<file path="config.mk">
export PLATFORM = sky130hd
export DESIGN_NAME = guess_round_ctrl_flat
export DESIGN_NICKNAME = d
export VERILOG_FILES = /design/src/rtl/guess_pkg.sv /design/src/rtl/guess_round_ctrl_if.sv /design/src/rtl/secret_lfsr.sv /design/src/rtl/guess_round_ctrl.sv /design/src/flat_wrapper.sv
export SDC_FILE = /design/constraint.sdc
export NUM_CORES = 1
export LEC_CHECK = 0
export BUFFER_PORTS_ARGS = -buffer_cell sky130_fd_sc_hd__clkbuf_2
export CAP_MARGIN = 5
export CORE_MARGIN = 1.5
export CORE_UTILIZATION = 57
export DETAILED_ROUTE_END_ITERATION = 10
export PLACE_DENSITY_LB_ADDON = 0.2
export SLEW_MARGIN = 20
export SYNTH_ARGS = -nofsm -noshare
export SYNTH_HDL_FRONTEND = slang
export SYNTH_HIERARCHICAL = 1
export SYNTH_SLANG_ARGS = --single-unit
</file>
<file path="constraint.sdc">
create_clock -name clk -period 5.06 [get_ports clk]
set_input_delay 0.506 -clock clk [delete_from_list [all_inputs] [get_ports clk]]
set_output_delay 0.506 -clock clk [all_outputs]
set_load 0.01 [all_outputs]
</file>
<file path="src/rtl/guess_pkg.sv">
// rtl/guess_pkg.sv - shared types, constants and secret reduction for the guessing-game round controller
//
// Contents:
//   state_t         round FSM state encoding
//   hint_t          guess feedback encoding
//   RANGE_1D/2D     exclusive upper bound of the secret per digit count
//   TICKS_PER_DIGIT timer reload ticks per configured digit
//   norm_digits()   maps raw difficulty onto 1 or 2 digits
//   reduce_secret() folds a 7-bit source into the legal secret range
package guess_pkg;

  typedef enum logic [2:0] {
    ST_IDLE = 3'd0,
    ST_LOAD = 3'd1,
    ST_PLAY = 3'd2,
    ST_WIN  = 3'd3,
    ST_LOSE = 3'd4
  } state_t;

  typedef enum logic [1:0] {
    HINT_NONE = 2'b00,
    HINT_LOW  = 2'b01,
    HINT_HIGH = 2'b10,
    HINT_HIT  = 2'b11
  } hint_t;

  localparam int RANGE_1D        = 10;
  localparam int RANGE_2D        = 100;
  localparam int TICKS_PER_DIGIT = 30;

  // Only one and two digit games exist; 0 and 3 fold onto the nearest legal value.
  function automatic logic [1:0] norm_digits(input logic [1:0] d);
    logic [1:0] r;
    case (d)
      2'd0, 2'd1: r = 2'd1;
      default:    r = 2'd2;
    endcase
    return r;
  endfunction

  // A single conditional subtract suffices: the 1-digit source is at most 15
  // and the 2-digit source at most 127, so neither can exceed twice the range.
  function automatic logic [6:0] reduce_secret(input logic [6:0] x, input logic [1:0] dig);
    logic [6:0] v;
    if (dig == 2'd1) begin
      v = {3'b000, x[3:0]};
      if (v >= 7'(RANGE_1D)) v = v - 7'(RANGE_1D);
    end else begin
      v = x;
      if (v >= 7'(RANGE_2D)) v = v - 7'(RANGE_2D);
    end
    return v;
  endfunction

endpackage

</file>
<file path="src/rtl/guess_round_ctrl_if.sv">
// rtl/guess_round_ctrl_if.sv - player, timer and display signals of the round controller
//
// Signals:
//   start, difficulty, secret_ovr_en, secret_ovr  round start request and secret selection
//   guess_valid, guess                              player guess strobe and value
//   tm_counter                                      countdown value from the timer
//   tm_restart, tm_max_digit                        timer reload control
//   state, hint, tries, time_left, win, lose        round status to display logic
// Modports: master drives requests and the timer value; slave is the controller.
interface guess_round_ctrl_if;
  logic       start;
  logic [1:0] difficulty;
  logic       secret_ovr_en;
  logic [6:0] secret_ovr;
  logic       guess_valid;
  logic [6:0] guess;
  logic [6:0] tm_counter;
  logic       tm_restart;
  logic [1:0] tm_max_digit;
  logic [2:0] state;
  logic [1:0] hint;
  logic [3:0] tries;
  logic [6:0] time_left;
  logic       win;
  logic       lose;

  modport master (
    output start, difficulty, secret_ovr_en, secret_ovr, guess_valid, guess, tm_counter,
    input  tm_restart, tm_max_digit, state, hint, tries, time_left, win, lose
  );

  modport slave (
    input  start, difficulty, secret_ovr_en, secret_ovr, guess_valid, guess, tm_counter,
    output tm_restart, tm_max_digit, state, hint, tries, time_left, win, lose
  );
endinterface

</file>
<file path="src/rtl/secret_lfsr.sv">
// rtl/secret_lfsr.sv - free-running 7-bit LFSR (x^7+x^6+1) used as the random secret source
//
// Ports:
//   clk     system clock
//   rst_n   asynchronous active-low reset, loads SEED
//   lfsr_o  current LFSR state
module secret_lfsr #(
  parameter logic [6:0] SEED = 7'h01
) (
  input  logic       clk,
  input  logic       rst_n,
  output logic [6:0] lfsr_o
);

  logic [6:0] lfsr_q;

  always_ff @(posedge clk or negedge rst_n) begin
    if (!rst_n) lfsr_q <= SEED;
    else        lfsr_q <= {lfsr_q[5:0], lfsr_q[6] ^ lfsr_q[5]};
  end

  assign lfsr_o = lfsr_q;

endmodule

</file>
<file path="src/rtl/guess_round_ctrl.sv">
// rtl/guess_round_ctrl.sv - guessing-game round FSM: secret capture, guess evaluation, timer sequencing
//
// Ports:
//   clk      system clock
//   restart  asynchronous active-low reset of the whole block
//   bus      guess_round_ctrl_if.slave: start/secret selection, guesses, timer
//            counter in; timer control and round status out
module guess_round_ctrl
  import guess_pkg::*;
#(
  parameter int         MAX_TRIES = 8,
  parameter logic [6:0] LFSR_SEED = 7'h01
) (
  input  logic               clk,
  input  logic               restart,
  guess_round_ctrl_if.slave  bus
);

  logic [6:0] lfsr;

  secret_lfsr #(.SEED(LFSR_SEED)) u_lfsr (
    .clk    (clk),
    .rst_n  (restart),
    .lfsr_o (lfsr)
  );

  state_t     state_q,     state_d;
  hint_t      hint_q,      hint_d;
  logic [3:0] tries_q,     tries_d;
  logic [6:0] time_left_q, time_left_d;
  logic [1:0] dig_q,       dig_d;
  logic [6:0] secret_q,    secret_d;
  logic       win_q,       win_d;
  logic       lose_q,      lose_d;

  logic [1:0] start_dig;
  logic [3:0] tries_inc;

  assign start_dig = norm_digits(bus.difficulty);
  assign tries_inc = tries_q + 4'd1;

  always_comb begin
    state_d     = state_q;
    hint_d      = hint_q;
    tries_d     = tries_q;
    time_left_d = time_left_q;
    dig_d       = dig_q;
    secret_d    = secret_q;
    win_d       = win_q;
    lose_d      = lose_q;

    case (state_q)
      ST_IDLE, ST_WIN, ST_LOSE: begin
        if (bus.start) begin
          state_d  = ST_LOAD;
          dig_d    = start_dig;
          secret_d = reduce_secret(bus.secret_ovr_en ? bus.secret_ovr : lfsr, start_dig);
          tries_d  = 4'd0;
          hint_d   = HINT_NONE;
          win_d    = 1'b0;
          lose_d   = 1'b0;
        end
      end

      ST_LOAD: state_d = ST_PLAY;

      ST_PLAY: begin
        // A correct guess beats both the try limit and an expired timer.
        if (bus.guess_valid && bus.guess == secret_q) begin
          hint_d      = HINT_HIT;
          state_d     = ST_WIN;
          win_d       = 1'b1;
          time_left_d = bus.tm_counter;
        end else if (bus.guess_valid) begin
          hint_d  = (bus.guess < secret_q) ? HINT_LOW : HINT_HIGH;
          tries_d = tries_inc;
          if (tries_inc == 4'(MAX_TRIES)) begin
            state_d     = ST_LOSE;
            lose_d      = 1'b1;
            time_left_d = bus.tm_counter;
          end
        end else if (bus.tm_counter == 7'd0) begin
          state_d     = ST_LOSE;
          lose_d      = 1'b1;
          time_left_d = bus.tm_counter;
        end
      end

      default: state_d = ST_IDLE;
    endcase
  end

  always_ff @(posedge clk or negedge restart) begin
    if (!restart) begin
      state_q     <= ST_IDLE;
      hint_q      <= HINT_NONE;
      tries_q     <= 4'd0;
      time_left_q <= 7'd0;
      dig_q       <= 2'd1;
      secret_q    <= 7'd0;
      win_q       <= 1'b0;
      lose_q      <= 1'b0;
    end else begin
      state_q     <= state_d;
      hint_q      <= hint_d;
      tries_q     <= tries_d;
      time_left_q <= time_left_d;
      dig_q       <= dig_d;
      secret_q    <= secret_d;
      win_q       <= win_d;
      lose_q      <= lose_d;
    end
  end

  // The timer is held in reload until the round is actually running.
  assign bus.tm_restart   = !(state_q == ST_IDLE || state_q == ST_LOAD);
  assign bus.tm_max_digit = dig_q;
  assign bus.state        = state_q;
  assign bus.hint         = hint_q;
  assign bus.tries        = tries_q;
  assign bus.time_left    = time_left_q;
  assign bus.win          = win_q;
  assign bus.lose         = lose_q;

endmodule

</file>
<file path="src/flat_wrapper.sv">
// flat-port wrapper written by rule: the top's interface ports become plain ports
module guess_round_ctrl_flat import guess_pkg::*;
#(
  parameter int         MAX_TRIES = 8,
  parameter logic [6:0] LFSR_SEED = 7'h01
)
  (clk, restart, bus_start, bus_difficulty, bus_secret_ovr_en, bus_secret_ovr, bus_guess_valid, bus_guess, bus_tm_counter, bus_tm_restart, bus_tm_max_digit, bus_state, bus_hint, bus_tries, bus_time_left, bus_win, bus_lose);
  guess_round_ctrl_if bus_i ();
  input  logic clk;
  input  logic restart;
  input wire logic [$bits(bus_i.start)-1:0] bus_start;
  input wire logic [$bits(bus_i.difficulty)-1:0] bus_difficulty;
  input wire logic [$bits(bus_i.secret_ovr_en)-1:0] bus_secret_ovr_en;
  input wire logic [$bits(bus_i.secret_ovr)-1:0] bus_secret_ovr;
  input wire logic [$bits(bus_i.guess_valid)-1:0] bus_guess_valid;
  input wire logic [$bits(bus_i.guess)-1:0] bus_guess;
  input wire logic [$bits(bus_i.tm_counter)-1:0] bus_tm_counter;
  output wire logic [$bits(bus_i.tm_restart)-1:0] bus_tm_restart;
  output wire logic [$bits(bus_i.tm_max_digit)-1:0] bus_tm_max_digit;
  output wire logic [$bits(bus_i.state)-1:0] bus_state;
  output wire logic [$bits(bus_i.hint)-1:0] bus_hint;
  output wire logic [$bits(bus_i.tries)-1:0] bus_tries;
  output wire logic [$bits(bus_i.time_left)-1:0] bus_time_left;
  output wire logic [$bits(bus_i.win)-1:0] bus_win;
  output wire logic [$bits(bus_i.lose)-1:0] bus_lose;
  assign bus_i.start = bus_start;
  assign bus_i.difficulty = bus_difficulty;
  assign bus_i.secret_ovr_en = bus_secret_ovr_en;
  assign bus_i.secret_ovr = bus_secret_ovr;
  assign bus_i.guess_valid = bus_guess_valid;
  assign bus_i.guess = bus_guess;
  assign bus_i.tm_counter = bus_tm_counter;
  assign bus_tm_restart = bus_i.tm_restart;
  assign bus_tm_max_digit = bus_i.tm_max_digit;
  assign bus_state = bus_i.state;
  assign bus_hint = bus_i.hint;
  assign bus_tries = bus_i.tries;
  assign bus_time_left = bus_i.time_left;
  assign bus_win = bus_i.win;
  assign bus_lose = bus_i.lose;
  guess_round_ctrl #(.MAX_TRIES(MAX_TRIES), .LFSR_SEED(LFSR_SEED)) u_core (.clk(clk), .restart(restart), .bus(bus_i));
endmodule
</file>
==> reports/summary.txt <==
status = finished, final reports clean
initial drt markers = 103
Final Util = 71.2%
die width = 62.5 um
CTS Hold Bufs = 0
FMAX = 407 MHz
simple-gate share of the synthesized area = 18.0%
commonest non-fill, non-tap cell in the layout = clkbuf_2
DRC = 0
placed cell area = 2280 um2
Hold Fails Final Rpt = 0
Yosys reg bits = 34
Synth Area in XOR/XNOR = 1.73%
Yosys Warn Count = 6
Max VDD drop = 0.000285 V
DIE AREA = 3910 um2
Worst Setup Start Kind = input port
area leader, netlist = dfrtp_1
share of cells above drive strength 1 = 29.4%
number of global-route vias before repair = 1,603
area of the mapped netlist = 2020 um2
CP endpoint kind = register
multiplexer share of the synthesized area = 7.99%
sequential-to-total area share from yosys stat = 42.2%
pin count of the biggest net entering global routing = 35
post-synthesis adder-cell area fraction = 9.29%
htree depth = 2
IO Pins = 49
WL per Instance = 14.0 um
CTS max path bufs = 2
cells after synthesis = 205
Die Ht = 62.5 um
crit path cell chain = clkbuf_2 -> mux2i_1 -> ha_1 -> inv_1 -> ha_1 -> a21oi_1 -> and2b_1 -> and3_1 -> a221o_1
MaxCap Viol Count = 0
CTS sink count = 34
Slew Viols, Final = 0
Num CTS Buffers = 5
vias = 1,716
GR Util All Layers = 23.6%
most used cells in the layout excluding fill and tap cells = clkbuf_2, dfrtp_1, nand2_1, ha_1, inv_1
pwr dens = 458 nW/um2
area of the multi-input gates = 1080 um2
clock latency on the worst-skew pair = 0.35 ns
WP data arrival = 2.69 ns
RD Place Congestion = 0.807
Post-synth EDFFs = 0
post-route antenna net violation count = 0
r2r endpoint = u_core/secret_q[4]$_DFFE_PN0P_
hold crit path type = in -> async
wirelength, routed = 4.21 mm
Worst EP required = 5.29 ns
fillers = 296
post-DP HPWL = 3.14 mm
RSZ-0062 raised after global routing = false
dominant synthesized flop cell = dfrtp_1
number of diodes = 0
Syn Area/Cell = 9.86 um2
worst r2r path cells = 8
Fin Setup TNS = 0 ns
Synth Area in Compound Gates = 16.5%
post-synth top area share = 39.6%
Top cell by count, worst path = ha_1
reg-to-reg startpoint = u_core/u_lfsr/lfsr_o[2]$_DFF_PN0_
Worst Skew = 0.0191 ns
core footprint = 3360 um2
setup bufs post-CTS = 0
initial antenna violation count = 0
Design Area, Final = 2390 um2
CP peak stage delay = 0.52 ns
leak pwr = 1.22 nW
CTS root buf = clkbuf_4
Least-Margin Pin Slew = 0.834 ns
port bufs = 47
post-synth net total = 248
CP max-delay cell = mux2i_1
FF+latch area = 853 um2
post-route minimum period = 2.46 ns
row count = 21
largest family of logic cells by synthesized area = simple AND/OR/NAND/NOR gates
synth unique cells = 48
initial core utilization = 60.1%
post-CTS resize count = 0
CTS tree = built
top cells by area, synth = dfrtp_1, ha_1, mux2_2, nand2_1, a21oi_1
worst relative slew slack = 44.4%
R2R setup slack = 2.79 ns
Reg clk slew, reported paths = 0.12 ns
routed via count divided by cell count = 5.70
NumNets Final = 297
Post-synth ARST share = 100%
DR pass1 iterations = 5
CP Class = in -> reg
Layout area overhead = 18.5%
grt ovf = 0
Critical Path Fanout Max = 20
Setup violations, final = 0
first-pass GRT wire length = 7.31 mm
Final period util = 48.5%
[worst max-delay path: cells and delay by family]
family / cells / cell delay, ns
buf+inv: 2 / 0.38
fa+ha+maj: 2 / 0.43
mux: 1 / 0.52
simple gates: 2 / 0.43
compound gates: 2 / 0.42
[layer usage]
| metal | vias to the layer above | global-route usage, % | share of wire (%) |
|---|---|---|---|
| met3 | 6 | 4.68 | 7.2 |
| li1 | 841 | - | - |
| met5 | - | 0 | 0 |
| met4 | 0 | 10.3 | 1.3 |
| met2 | 60 | 36.4 | 46 |
| met1 | 809 | 32.4 | 46 |
[metrics by stage]
step | total power [W] | hold slack [ns] | instances | setup WS [ns]
2_1_floorplan | 0.000699 | 0.210 | 205 | 2.65
3_5_place_dp | 0.000839 | 0.388 | 293 | 2.28
6_report | 0.00110 | 0.239 | 301 | 2.60
4_1_cts | 0.00110 | 0.268 | 301 | 2.64
5_1_grt | 0.00119 | 0.292 | 301 | 2.47
3_3_place_gp | 0.000823 | 0.390 | 293 | 2.36
[how the worst max path moves through the flow]
stage	from	endpoint	cells after the start
global route	bus_secret_ovr_en	u_core/secret_q[4]$_DFFE_PN0P_	9
global placement	bus_secret_ovr_en	u_core/secret_q[6]$_DFFE_PN0P_	9
finish	bus_secret_ovr_en	u_core/secret_q[4]$_DFFE_PN0P_	9
detailed placement	bus_secret_ovr_en	u_core/secret_q[4]$_DFFE_PN0P_	9
CTS	bus_secret_ovr_en	u_core/secret_q[4]$_DFFE_PN0P_	9
floorplan	bus_secret_ovr_en	u_core/secret_q[4]$_DFFE_PN0P_	10
[cells in the mapped netlist, types with 3 or more instances]
cell type	n
a21o_1	3
a21oi_1	13
a22oi_1	3
a31oi_1	4
and3_1	4
buf_2	3
dfrtp_1	32
ha_1	15
inv_1	14
mux2_2	9
mux2i_1	6
nand2_1	20
nand3_1	4
nor2_1	11
nor3_1	6
nor4_1	4
o21ai_0	11
or2_2	3
[power breakdown]
group | internal [W] | switching [W]
clock | 0.000167 | 0.0000947
sequential | 0.000361 | 0.0000722
combinational | 0.000183 | 0.000219
total | 0.000711 | 0.000385
[registers in the layout, indices dropped and copies added (netlist names)]
signal / flops
u_core/bus.hint: 2
u_core/bus.lose: 1
u_core/bus.state: 3
u_core/bus.time_left: 7
u_core/bus.tm_max_digit: 2
u_core/bus.tries: 4
u_core/bus.win: 1
u_core/secret_q: 7
u_core/u_lfsr/lfsr_o: 7
[layout make-up]
cell class | instances | share of cell area, %
well taps | 46 | 2.40
flip-flops and latches | 34 | 35.7
repair buffers | 47 | 9.83
clock inverters | 2 | 2.51
inverters | 14 | 2.20
clock buffers | 6 | 2.14
multi-input cells | 152 | 45.3
[kinds of logic after synthesis]
kind of cell,Yosys count
AOI/OAI and AO/OA,50
xor gates and xnor gates,4
adders and majority gates,15
buffers and inverters,19
DFF,34
muxes,15
and+or+nand+nor,68
No activity file was read; power rests on OpenSTA's default activity.
